**config.mk**
```make
export PLATFORM = sky130hd
export DESIGN_NAME = armleocpu_decode
export DESIGN_NICKNAME = d
export VERILOG_FILES = /design/src/rtl/armleocpu_decode_pkg.sv /design/src/rtl/armleocpu_decode_buffer.sv /design/src/rtl/armleocpu_decode.sv
export SDC_FILE = /design/constraint.sdc
export NUM_CORES = 1
export LEC_CHECK = 0
export ABC_AREA = 1
export ABC_CLOCK_PERIOD_IN_PS = 6700
export CAP_MARGIN = 40
export CORE_MARGIN = 3
export CORE_UTILIZATION = 50
export CTS_BUF_LIST = sky130_fd_sc_hd__clkbuf_4
export CTS_CLUSTER_DIAMETER = 80
export DETAILED_ROUTE_END_ITERATION = 8
export GPL_TIMING_DRIVEN = 0
export HOLD_SLACK_MARGIN = 0.1
export PLACE_DENSITY = 0.83
export SETUP_SLACK_MARGIN = 0.4
export SLEW_MARGIN = 0
export SYNTH_ARGS = -nofsm -noshare
export SYNTH_HDL_FRONTEND = slang
export SYNTH_SLANG_ARGS = --single-unit
export TNS_END_PERCENT = 100
```
**constraint.sdc**
```tcl
create_clock -name clk -period 6.7 [get_ports clk]
set_input_delay 1.34 -clock clk [delete_from_list [all_inputs] [get_ports clk]]
set_output_delay 1.34 -clock clk [all_outputs]
set_load 0.05 [all_outputs]
```
**src/rtl/armleocpu_decode_pkg.sv**
```systemverilog
// Shared constants and types for the decode stage: fetch/execute command
// encodings, fetched-word types, RISC-V opcodes and decode FSM states.
package armleocpu_decode_pkg;

    localparam int E2F_CMD_WIDTH  = 2;
    localparam int F2E_TYPE_WIDTH = 2;

    localparam logic [E2F_CMD_WIDTH-1:0] E2F_CMD_NONE         = 2'd0;
    localparam logic [E2F_CMD_WIDTH-1:0] E2F_CMD_ABORT        = 2'd1;
    localparam logic [E2F_CMD_WIDTH-1:0] E2F_CMD_START_BRANCH = 2'd2;
    localparam logic [E2F_CMD_WIDTH-1:0] E2F_CMD_FLUSH        = 2'd3;

    localparam logic [F2E_TYPE_WIDTH-1:0] F2E_TYPE_INSTR             = 2'd0;
    localparam logic [F2E_TYPE_WIDTH-1:0] F2E_TYPE_INTERRUPT_PENDING = 2'd1;

    localparam logic [6:0] RV_OPCODE_SYSTEM   = 7'b1110011;
    localparam logic [6:0] RV_OPCODE_MISC_MEM = 7'b0001111;

    typedef enum logic [1:0] {
        DECODE_STATE_RUN       = 2'd0,
        DECODE_STATE_STALLED   = 2'd1,
        DECODE_STATE_SERIALIZE = 2'd2
    } decode_state_t;

    typedef struct packed {
        logic [F2E_TYPE_WIDTH-1:0] ftype;
        logic [31:0]               instr;
        logic [31:0]               pc;
    } f2e_entry_t;

    // A word must drain the pipeline before fetch continues if it is a
    // SYSTEM/MISC-MEM instruction or not an instruction at all.
    function automatic logic is_serializing(input logic [F2E_TYPE_WIDTH-1:0] ftype,
                                            input logic [6:0]                opcode);
        return (ftype != F2E_TYPE_INSTR) ||
               (opcode == RV_OPCODE_SYSTEM) ||
               (opcode == RV_OPCODE_MISC_MEM);
    endfunction

endpackage

```
**src/rtl/armleocpu_decode_buffer.sv**
```systemverilog
// Two-entry shift FIFO between fetch and execute; entry 0 is always the head,
// so the head fields come straight from flops.
module armleocpu_decode_buffer
    import armleocpu_decode_pkg::*;
(
    input  logic       clk,
    input  logic       rst_n,
    input  logic       flush,
    input  logic       enq,
    input  logic       deq,
    input  f2e_entry_t din,
    output logic [1:0] count,
    output logic       head_valid,
    output f2e_entry_t head
);

    logic [1:0] cnt;
    f2e_entry_t mem0;
    f2e_entry_t mem1;
    logic       deq_eff;
    logic       enq_eff;
    logic       wr_slot0;

    assign deq_eff  = deq && (cnt != 2'd0);
    assign enq_eff  = enq && ((cnt != 2'd2) || deq_eff);
    assign wr_slot0 = enq_eff && ((cnt == 2'd0) || ((cnt == 2'd1) && deq_eff));

    // NOTE: sequential state uses non-blocking assignments so every flop
    // samples the pre-edge values regardless of statement order.
    always_ff @(posedge clk or negedge rst_n) begin
        if (!rst_n) begin
            cnt <= 2'd0;
        end else if (flush) begin
            cnt <= 2'd0;
        end else begin
            cnt <= cnt + {1'b0, enq_eff} - {1'b0, deq_eff};
        end
    end

    // NOTE: payload storage has no reset; cnt alone qualifies its contents,
    // so resetting the data would only add reset fan-out.
    always_ff @(posedge clk) begin
        if (wr_slot0) begin
            mem0 <= din;
        end else if (deq_eff) begin
            mem0 <= mem1;
        end
        if (enq_eff && !wr_slot0) begin
            mem1 <= din;
        end
    end

    assign count      = cnt;
    assign head_valid = (cnt != 2'd0);
    assign head       = mem0;

endmodule

```
**src/rtl/armleocpu_decode.sv**
```systemverilog
// Decode stage: buffers fetched words for execute, pre-decodes register fields
// and steers fetch (abort on overflow/serializing words, resume, forward).
module armleocpu_decode
    import armleocpu_decode_pkg::*;
#(
    parameter logic [31:0] RESET_VECTOR = 32'h0000_2000
) (
    input  logic                      clk,
    input  logic                      rst_n,

    input  logic                      f2d_valid,
    input  logic [F2E_TYPE_WIDTH-1:0] f2d_type,
    input  logic [31:0]               f2d_instr,
    input  logic [31:0]               f2d_pc,

    output logic                      d2f_ready,
    output logic [E2F_CMD_WIDTH-1:0]  d2f_cmd,
    output logic [31:0]               d2f_branchtarget,

    output logic                      d2e_valid,
    input  logic                      d2e_ready,
    output logic [F2E_TYPE_WIDTH-1:0] d2e_type,
    output logic [31:0]               d2e_instr,
    output logic [31:0]               d2e_pc,
    output logic [4:0]                d2e_rd,
    output logic [4:0]                d2e_rs1,
    output logic [4:0]                d2e_rs2,
    output logic                      d2e_serialize,

    input  logic                      e2d_ready,
    input  logic [E2F_CMD_WIDTH-1:0]  e2d_cmd,
    input  logic [31:0]               e2d_branchtarget
);

    decode_state_t state;
    logic [31:0]   resume_pc;
    logic [1:0]    cnt;
    logic [1:0]    cnt_next;
    f2e_entry_t    head;
    f2e_entry_t    incoming;
    logic          e_cmd_active;
    logic          f2d_serializing;
    logic          enq;
    logic          deq;
    logic          fetch_stop;
    logic          resume;

    assign e_cmd_active    = e2d_ready && (e2d_cmd != E2F_CMD_NONE);
    assign f2d_serializing = is_serializing(f2d_type, f2d_instr[6:0]);

    // Words arriving outside RUN, or alongside an execute command, are dropped.
    assign enq        = f2d_valid && (state == DECODE_STATE_RUN) && !e_cmd_active;
    assign deq        = d2e_valid && d2e_ready;
    assign cnt_next   = cnt + {1'b0, enq} - {1'b0, deq};
    assign fetch_stop = enq && ((cnt_next == 2'd2) || f2d_serializing);
    assign resume     = (state == DECODE_STATE_STALLED) && (cnt != 2'd2) && !e_cmd_active;

    assign incoming = '{ftype: f2d_type, instr: f2d_instr, pc: f2d_pc};

    armleocpu_decode_buffer u_buffer (
        .clk        (clk),
        .rst_n      (rst_n),
        .flush      (e_cmd_active),
        .enq        (enq),
        .deq        (deq),
        .din        (incoming),
        .count      (cnt),
        .head_valid (d2e_valid),
        .head       (head)
    );

    // NOTE: every output gets a default before the priority chain so no
    // path through always_comb leaves a latch behind.
    always_comb begin
        d2f_ready        = 1'b0;
        d2f_cmd          = E2F_CMD_NONE;
        d2f_branchtarget = 32'h0;
        if (e_cmd_active) begin
            d2f_ready        = 1'b1;
            d2f_cmd          = e2d_cmd;
            d2f_branchtarget = e2d_branchtarget;
        end else if (fetch_stop) begin
            d2f_ready = 1'b1;
            d2f_cmd   = E2F_CMD_ABORT;
        end else if (resume) begin
            d2f_ready        = 1'b1;
            d2f_cmd          = E2F_CMD_START_BRANCH;
            d2f_branchtarget = resume_pc;
        end
    end

    always_ff @(posedge clk or negedge rst_n) begin
        if (!rst_n) begin
            state     <= DECODE_STATE_RUN;
            resume_pc <= RESET_VECTOR;
        end else begin
            if (e_cmd_active) begin
                state <= (e2d_cmd == E2F_CMD_START_BRANCH) ? DECODE_STATE_RUN
                                                           : DECODE_STATE_SERIALIZE;
            end else if (fetch_stop) begin
                state <= f2d_serializing ? DECODE_STATE_SERIALIZE : DECODE_STATE_STALLED;
            end else if (resume) begin
                state <= DECODE_STATE_RUN;
            end
            if (enq) begin
                resume_pc <= f2d_pc + 32'd4;
            end
        end
    end

    assign d2e_type      = head.ftype;
    assign d2e_instr     = head.instr;
    assign d2e_pc        = head.pc;
    assign d2e_rd        = head.instr[11:7];
    assign d2e_rs1       = head.instr[19:15];
    assign d2e_rs2       = head.instr[24:20];
    assign d2e_serialize = is_serializing(head.ftype, head.instr[6:0]);

`ifdef FORMAL_RULES
    always_ff @(posedge clk) begin
        if (rst_n) begin
            assert (!(enq && (cnt == 2'd2) && !deq));
            assert (!(f2d_valid && (state != DECODE_STATE_RUN) && !e_cmd_active));
        end
    end
`endif

endmodule
```
Word-level counts from Yosys, hierarchy flattened. Cells that the tools add are included. Widths: inputs -> output; s select.

Register bits after elaboration: 168. Bits of input ports: 105. Output and inout bits: 118.

Add/subtract/negate cells: 5. Equal/unequal tests: 9. Reductions and logical operators: 29. Multiplexer cells: 17.

Operator list (count): $mux 66 (2); $mux 32 (3); $add 32x3->32 const B (1); $mux 2 (9); $eq 7x4->1 const B (2); $eq 7x7->1 const B (2); $logic_and 1x1->1 (12); $reduce_bool 2->1 (5); $logic_or 1x1->1 (7); $add 2x1->2 (2); $eq 2x1->1 const B (2); $eq 2x2->1 const B (2); $logic_not 2->1 (2); $sub 2x1->2 (2); $mux 1 (3); $reduce_bool 3->1 (1); $logic_not 1->1 (2); $ne 2x2->1 const B (1).

Logic depth before layout (Yosys ltp). Gate-level depths: netlist (run 1).

Depth after elaboration: 11. Gate-level depth with buffers: 15. Gate-level depth less buffers: 13.

Cells and area by module. A second synthesis (run 1) with hierarchy kept.

Cell total of the unflattened synthesis: 839. Area, all modules: 8075.2 um2.

By module, submodules not included: armleocpu_decode_buffer (seq. area each 4013.8 um2, cells each 381, area an instance 5123.7 um2, times used 1); armleocpu_decode (seq. area each 852.1 um2, cells each 458, area an instance 2951.6 um2, times used 1).

Least setup slack after synthesis (run 1). OpenSTA, ideal clock, no wires.

Kind: input to register. Start: in e2d_cmd[1]. End: reg u_buffer.mem1[0] (netlist bit) (enable). Required time: 6209 ps. Path buffers: 1. Slack: 1408 ps. Cell stages on the path: 6. Data arrival time: 4801 ps. Path through: o21ai_1 -> nand2_1 -> buf_2 -> a21oi_1 -> inv_1 -> nor2_1.

Longest elaborated chain between the ends: 8.

Ends and longest elaborated chain: start, declared (RTL line armleocpu_decode.sv:31) `input logic [E2F_CMD_WIDTH-1:0] e2d_cmd,`; $reduce_bool 2->1 (*) (RTL line armleocpu_decode.sv:48) `assign e_cmd_active = e2d_ready && (e2d_cmd != E2F_CMD_NONE);`; $logic_and 1x1->1 (*) (RTL line armleocpu_decode.sv:48); $logic_not 1->1 (*) (RTL line armleocpu_decode.sv:52) `assign enq = f2d_valid && (state == DECODE_STATE_RUN) && !e_cmd_active;`; $logic_and 1x1->1 (*) (RTL line armleocpu_decode.sv:52); $logic_and 1x1->1 (*) (RTL line armleocpu_decode_buffer.sv:25) `assign enq_eff = enq && ((cnt != 2'd2) || deq_eff);`; $logic_and 1x1->1 (RTL line armleocpu_decode_buffer.sv:26) `assign wr_slot0 = enq_eff && ((cnt == 2'd0) || ((cnt == 2'd1) && deq_eff));`; $logic_not 1->1 (RTL line armleocpu_decode_buffer.sv:48) `if (enq_eff && !wr_slot0) begin`; $logic_and 1x1->1 (*) (RTL line armleocpu_decode_buffer.sv:48); end signal, assigned (RTL line armleocpu_decode_buffer.sv:49) `mem1 <= din;`; end, declared (RTL line armleocpu_decode_buffer.sv:19) `f2e_entry_t mem1;`.

Mark *: on every way between the ends. The rest lies on a longest branch, timed or not. A chain may end at the register's enable or synchronous reset.

Worst setup path in the final report (run 1).
Start: in e2d_cmd[0]. End: out d2f_ready.

Longest elaborated chain between the ends: 11. Elaborated cells between the ends (all ways): 13. Those cells by class: add/sub (2); eq/ne (1); mux (3); reduce/logical (7).

Ends and longest elaborated chain: $reduce_bool 2->1 (*) (RTL line armleocpu_decode.sv:48); $logic_and 1x1->1 (*) (RTL line armleocpu_decode.sv:48); $logic_not 1->1 (*) (RTL line armleocpu_decode.sv:52); $logic_and 1x1->1 (*) (RTL line armleocpu_decode.sv:52); via enq (RTL line armleocpu_decode.sv:43) `logic enq;`; $add 2x1->2 (RTL line armleocpu_decode.sv:54) `assign cnt_next = cnt + {1'b0, enq} - {1'b0, deq};`; $sub 2x1->2 (RTL line armleocpu_decode.sv:54); $eq 2x2->1 (RTL line armleocpu_decode.sv:55) `assign fetch_stop = enq && ((cnt_next == 2'd2) || f2d_serializing);`; $logic_or 1x1->1 (RTL line armleocpu_decode.sv:55); $logic_and 1x1->1 (*) (RTL line armleocpu_decode.sv:55); $mux 1 (*) (RTL line armleocpu_decode.sv:82) `end else if (fetch_stop) begin`; $mux 1 (*) (RTL line armleocpu_decode.sv:78) `if (e_cmd_active) begin`; end, declared (RTL line armleocpu_decode.sv:16) `output logic d2f_ready,`.

The timed path passes the listed nets; every way through them passes the cells marked *.

==> results of run 1 <==
## sequential cells by signal (all words and copies together) (netlist names)
name,count
u_buffer.count,2
resume_pc,32
u_buffer.head,66
u_buffer.mem1,66
state,2
## placed cells by master, fill, tap and decap left out, types with 19 or more instances in the layout
cell type,instances
nor2_1,54
nand3_1,98
clkbuf_4,19
clkdlybuf4s50_1,221
dfrtp_1,35
buf_4,22
o21ai_0,45
edfxtp_1,132
inv_1,51
nand2_1,324
## cell families after synthesis
family | after synthesis
compound gates | 57
fa+ha+maj | 5
flops | 168
buf+inv | 103
xor+xnor | 11
simple gates | 500
## stage by stage
stage / utilization (%) / power (mW) / setup WS (ps) / std cells / setup TNS, ps
after floorplan: - / 2.41 / 1410 / 844 / 0
after global placement: 67.7 / 2.91 / -689 / 1277 / -45000
after detailed placement: 68.2 / 2.95 / 1010 / 1280 / 0
after CTS: 70.5 / 3.63 / 995 / 1312 / 0
after global routing: 70.5 / 3.78 / 835 / 1313 / 0
final: 70.5 / 3.62 / 976 / 1313 / 0
## tightest hold or removal path, cell delays in order, from the launching register on
cell and delay, ps:
dfrtp_1 370, nand2_1 60, nand2_1 50
## metal layers
| layer | GRT usage (%) | vias to the layer above |
|---|---|---|
| met5 | 0 | - |
| met3 | 5.73 | 37 |
| met4 | 8.98 | 0 |
| met1 | 32.7 | 3178 |
| li1 | - | 3277 |
| met2 | 44.9 | 289 |
## final cells by class
type / count / area, um^2 / area share, %
Timing Repair Buffer: 225 / 2290 / 21.2
Buffer: 49 / 302 / 2.78
Clock buffer: 19 / 143 / 1.32
Inverter: 54 / 203 / 1.87
Sequential cell: 168 / 4870 / 44.9
Multi-Input combinational cell: 573 / 2560 / 23.6
Antenna cell: 1 / 2.50 / 0.0231
Clock inverter: 13 / 201 / 1.86
Tap cell: 211 / 264 / 2.44
## final timing paths
| check | endpoint | slack (ps) | cells past startpoint | start |
|---|---|---|---|---|
| max in group asynchronous | resume_pc[5]$_DFFE_PN0P_ | 5310 | 1 | rst_n |
| max | d2f_ready | 980 | 13 | e2d_cmd[0] |
| min reg2reg | resume_pc[18]$_DFFE_PN0P_ | 510 | 2 | resume_pc[18]$_DFFE_PN0P_ |
| max reg2reg | u_buffer.mem1[21]$_DFFE_PP_ | 4010 | 10 | state[0]$_DFFE_PN0P_ |
| min | resume_pc[18]$_DFFE_PN0P_ | 510 | 2 | resume_pc[18]$_DFFE_PN0P_ |
| min in group asynchronous | resume_pc[22]$_DFFE_PN0P_ | 840 | 1 | rst_n |
## synthesized netlist by cell type, drive strengths merged (2+ instances only)
library cell  instances
dfrtp                35
nand3               101
o21ai                52
edfxtp              132
buf                  42
clkbuf                7
a21oi                 4
ha                    5
nor2                 61
nor3                  2
xor2                  9
nand3b                2
inv                  53
nand4                 5
nand2               329
xnor2                 2
## power breakdown
part | internal [mW] | total [mW] | leakage, nW | switching, mW
clock network | 0.340 | 0.693 | 0.177 | 0.353
registers | 1.40 | 1.50 | 1.67 | 0.0974
logic | 0.456 | 1.43 | 2.68 | 0.973
==> metrics, run 1 <==
DRC viols=0; core area=15,400 um^2; H-Tree Depth=4; HPWL Detailed=17.3 mm; kind of cell adding the most delay to the critical path=buffers and inverters; adder-cell share of the synthesized area=0.790%; hold_buf cts=0; WP buf/inv=6; Ports=223; main combinational cell family by area after synthesis=simple AND/OR/NAND/NOR gates; Die Ht=132 um; share of the yosys chip area belonging to registers=61.5%; Mapped Area=7920 um^2; Synth Instances=844; RSZ-0062 raised after global routing=false; register bit total from synthesis=168; GR Util All Layers=26.0%; First-pass DRT Iterations=5; largest net degree at the start of global routing=43; Total Wirelength=22.8 mm; final setup fails=0; metal2 WL=11.4 mm; via density per instance=5.16; root buffer cell=clkbuf_4; Hold Path Class=flop to flop; drt initial violations=544; PD cells=334 nW/um^2; initial core utilization=51.5%; worst hold slack=506 ps; crit path max fanout=10; DR vias=6,781; NumNets Final=1,198; Yosys Warn Count=0; Synth async-reset ratio=21.4%; Peak Freq=0.175 GHz; worst-case clock buffer depth=2; global-route wire length before repair=35.7 mm; kind of critical path=primary input to output pin; metal3 WL=1.62 mm; CP Capture Type=output pin; final hold vios=0; Die ar.=17,400 um^2; VDD IR max=0.168 mV; synth unique cells=30; number of global-route vias before repair=6,615; Syn Area/Cell=9.38 um^2; ranking of synthesized cells by area=edfxtp_1 (50%), nand2_1 (15%), dfrtp_1 (11%), nand3_1 (6.2%), o21ai_0 (2.8%); number of gates resized after CTS=0; IO buf count=222; wl on met1=9.14 mm; Post-Synth XOR/XNOR Area=1.22%; num rows=45; actual slew at the worst max-slew pin=830 ps; Final ANT Viol Nets=0; critical path startpoint category=primary input; Final period util=85.4%; CP max-delay cell=clkdlybuf4s50_1; CTS buffer count=17; CTS tree=yes; Max Cap Violations=0; clock transition at the registers of the reported paths=150 ps; area share of the largest cell type after synthesis=50.1%; Clock Latency Late Sink=570 ps; ratio of cells with drive above 1 in the final layout=8.36%; EDFF count, synth=132; max layer used=met4; status=finished clean; postcts setup bufs=0; GP Congestion=0.922; dpl cell area=10,500 um^2; min cycle time layout=5720 ps; Die X=132 um; GRT overflow=0; Rel. slew slack=44.7%; Synth Area in Simple Gates=26.5%; leakage=4.53 nW; syn nets=954; max-slew violation count=0; post-synthesis mux area share=0%; wire per inst=17.3 um; Worst path max stage delay=850 ps; clk sinks=168; design area=10,800 um^2; crit-path cells=clkdlybuf4s50_1, o21ai_1, nand2_1, inv_2, buf_4, buf_4, ha_1, inv_1, nand3_1, nor2_1, nor2_1, nand3_1, clkdlybuf4s50_1; critical path arrival=4380 ps; # fillers=1,150; Critical Path RT=5360 ps; Synth Flop Type=edfxtp_1; post-synthesis compound-gate area fraction=3.65%; Area Growth Syn to Fin=36.9%; initial antenna violation count=1; clk_skew=20.0 ps; cell taking the most area after synthesis=edfxtp_1
(Power assumes the default switching activity.)
==> inputs of run 2 (changes only) <==
--- a/config.mk
+++ b/config.mk
@@ -8,7 +8,7 @@
 export ABC_AREA = 1
 export ABC_CLOCK_PERIOD_IN_PS = 6700
 export CAP_MARGIN = 40
-export CORE_MARGIN = 3
+export CORE_MARGIN = 2
 export CORE_UTILIZATION = 50
 export CTS_BUF_LIST = sky130_fd_sc_hd__clkbuf_4
 export CTS_CLUSTER_DIAMETER = 80
==> metrics, run 2 (same netlist as run 1, synthesis figures left out) <==
GP Congestion=0.951 (+3.1%); Die Ht=130 um (-1.5%); First-pass DRT Iterations=5 (unchanged); kind of critical path=primary input to output pin; core area=15,300 um^2 (-0.37%); Hold Path End=resume_pc[29]$_DFFE_PN0P_; clk_skew=13.0 ps (-7.05 ps); H-Tree Depth=4 (unchanged); postcts setup bufs=0 (unchanged); Die X=130 um (-1.5%); Peak Freq=0.174 GHz (-0.28%); Critical Path RT=5360 ps (about the same); DR vias=6,725 (-0.83%); clock transition at the registers of the reported paths=130 ps (-20 ps); Final ANT Viol Nets=0 (unchanged); Reg2Reg Depth=10 (unchanged); Ports=223 (unchanged); Total Wirelength=22.0 mm (-3.3%); FF-to-FF End=u_buffer.mem1[17]$_DFFE_PP_; Hold Path Depth=2 (unchanged); HPWL Detailed=17.0 mm (-1.6%); IO buf count=222 (unchanged); Final period util=85.7% (+0.24 points); crit path max fanout=10 (unchanged); CTS tree=yes; crit-path cells=clkdlybuf4s50_1, o21ai_1, nand2_1, inv_2, buf_4, buf_4, ha_1, inv_1, nand3_1, nor2_1, nor2_1, nand3_1, clkdlybuf4s50_1; worst hold slack=501 ps (-4.76 ps); leakage=4.48 nW (-1.1%); reg2reg start=state[0]$_DFFE_PN0P_; drt initial violations=514 (-5.5%); GR Util All Layers=26.2% (+0.17 points); Rel. slew slack=46.9% (+2.3 points); actual slew at the worst max-slew pin=796 ps (-34.0 ps); via density per instance=5.13 (-0.67%); PD cells=323 nW/um^2 (-3.1%); final setup fails=0 (unchanged); CP max-delay cell=clkdlybuf4s50_1; Die ar.=16,900 um^2 (-3.0%); root buffer cell=clkbuf_4; VDD IR max=0.182 mV (+8.6%); NumNets Final=1,198 (unchanged); clk sinks=168 (unchanged); hold_buf cts=0 (unchanged); min cycle time layout=5740 ps (+16.1 ps); R2R Setup Slk=4000 ps (about the same); pre-CTS setup slack=1010 ps (+3.99 ps); status=finished clean; Clock Latency Late Sink=560 ps (about the same); number of global-route vias before repair=6,461 (-2.3%); most common cell after layout, fill and taps aside=nand2_1; GRT overflow=0 (unchanged); DRC viols=0 (unchanged); final hold vios=0 (unchanged); wire per inst=16.8 um (-3.2%); num rows=45 (unchanged); CTS buffer count=17 (unchanged); largest net degree at the start of global routing=57 (+33%); commonest cells after routing, fill and taps aside=nand2_1 (324), clkdlybuf4s50_1 (221), edfxtp_1 (132); worst-case clock buffer depth=2 (unchanged); max-slew violation count=0 (unchanged); CP Capture Type=output pin; Area Growth Syn to Fin=35.8%; initial antenna violation count=0 (-1); critical path startpoint category=primary input; final setup TNS=0 ps (unchanged); n_diodes=0 (-1); Hold Path Class=flop to flop; Worst Min Path Start=resume_pc[29]$_DFFE_PN0P_; design area=10,800 um^2 (-0.75%); RSZ-0062 raised after global routing=false; Worst path max stage delay=820 ps (-30 ps); initial core utilization=51.7% (+0.19 points); global-route wire length before repair=33.1 mm (-7.2%); number of gates resized after CTS=0 (unchanged); Max Cap Violations=0 (unchanged); critical path arrival=4400 ps (+20 ps); dpl cell area=10,500 um^2 (unchanged); Setup WS post-layout=960 ps (-16.1 ps); ratio of cells with drive above 1 in the final layout=8.18% (-0.17 points)
==> run 2: changes by cell type in the layout (fill, tap and decap cells not counted) <==
cell,change
clkinv_2,-1
inv_6,+1
diode_2,-1
inv_8,-1
clkinvlp_4,+3
clkinv_1,+1
bufinv_16,-3
clkbuf_4,-1
==> run 2: metal layers <==
metal | vias to the layer above | global-route usage (%) | wire [um]
li1 | 3269 | - | -
met1 | 3155 | 31.3 | 8470
met2 | 271 | 47.6 | 11300
met3 | 30 | 5.95 | 1900
met4 | 0 | 7.46 | 374
met5 | - | 0 | 0
==> run 2: layout make-up <==
class                      instances  area [um^2]
buffer                            49          302
clock buffer                      18          135
clock inverter                    13          130
fill                            1178         4560
inverter                          54          203
multi-input combinational        573         2560
sequential                       168         4870
tap                              211          264
timing repair buffer             225         2290
==> run 2: worst max-delay path by stage <==
stage,startpoint,endpoint,slack (ps),cells after the start
finish,e2d_cmd[0],d2f_ready,960,13
global route,e2d_cmd[0],d2f_ready,830,13
CTS,e2d_cmd[0],d2f_ready,990,13
detailed placement,e2d_cmd[0],d2f_ready,1010,13
global placement,e2d_cmd[0],u_buffer.mem1[27]$_DFFE_PP_,-640,7
floorplan,e2d_cmd[1],u_buffer.mem1[0]$_DFFE_PP_,1410,6
==> run 2: power by group <==
group | internal, mW | total [mW] | switching, mW
registers | 1.40 | 1.49 | 0.0930
clock network | 0.219 | 0.565 | 0.346
logic | 0.455 | 1.42 | 0.967
==> run 2: worst max-delay path, delay by kind of cell <==
kind / cells / cell delay, ps
AND/OR/NAND/NOR: 5 / 700
adder cells (fa/ha/maj): 1 / 250
AO/OA/AOI/OAI: 1 / 290
buffers and inverters: 6 / 1820
==> run 2: per-stage QoR <==
stage               instances  power (mW)  util [%]
global route             1311        3.64      70.2
floorplan                 844        2.41         -
global placement         1277        2.91      67.9
CTS                      1311        3.50      70.2
detailed placement       1280        2.94      68.5
finish                   1311        3.48      70.2
==> inputs of run 3 (changes only) <==
--- a/config.mk
+++ b/config.mk
@@ -16,7 +16,7 @@
 export GPL_TIMING_DRIVEN = 0
 export HOLD_SLACK_MARGIN = 0.1
 export PLACE_DENSITY = 0.83
-export SETUP_SLACK_MARGIN = 0.4
+export SETUP_SLACK_MARGIN = 0.3
 export SLEW_MARGIN = 0
 export SYNTH_ARGS = -nofsm -noshare
 export SYNTH_HDL_FRONTEND = slang
==> results of run 3 <==
No change in the layout: final DEF, timing and power equal those of run 2.
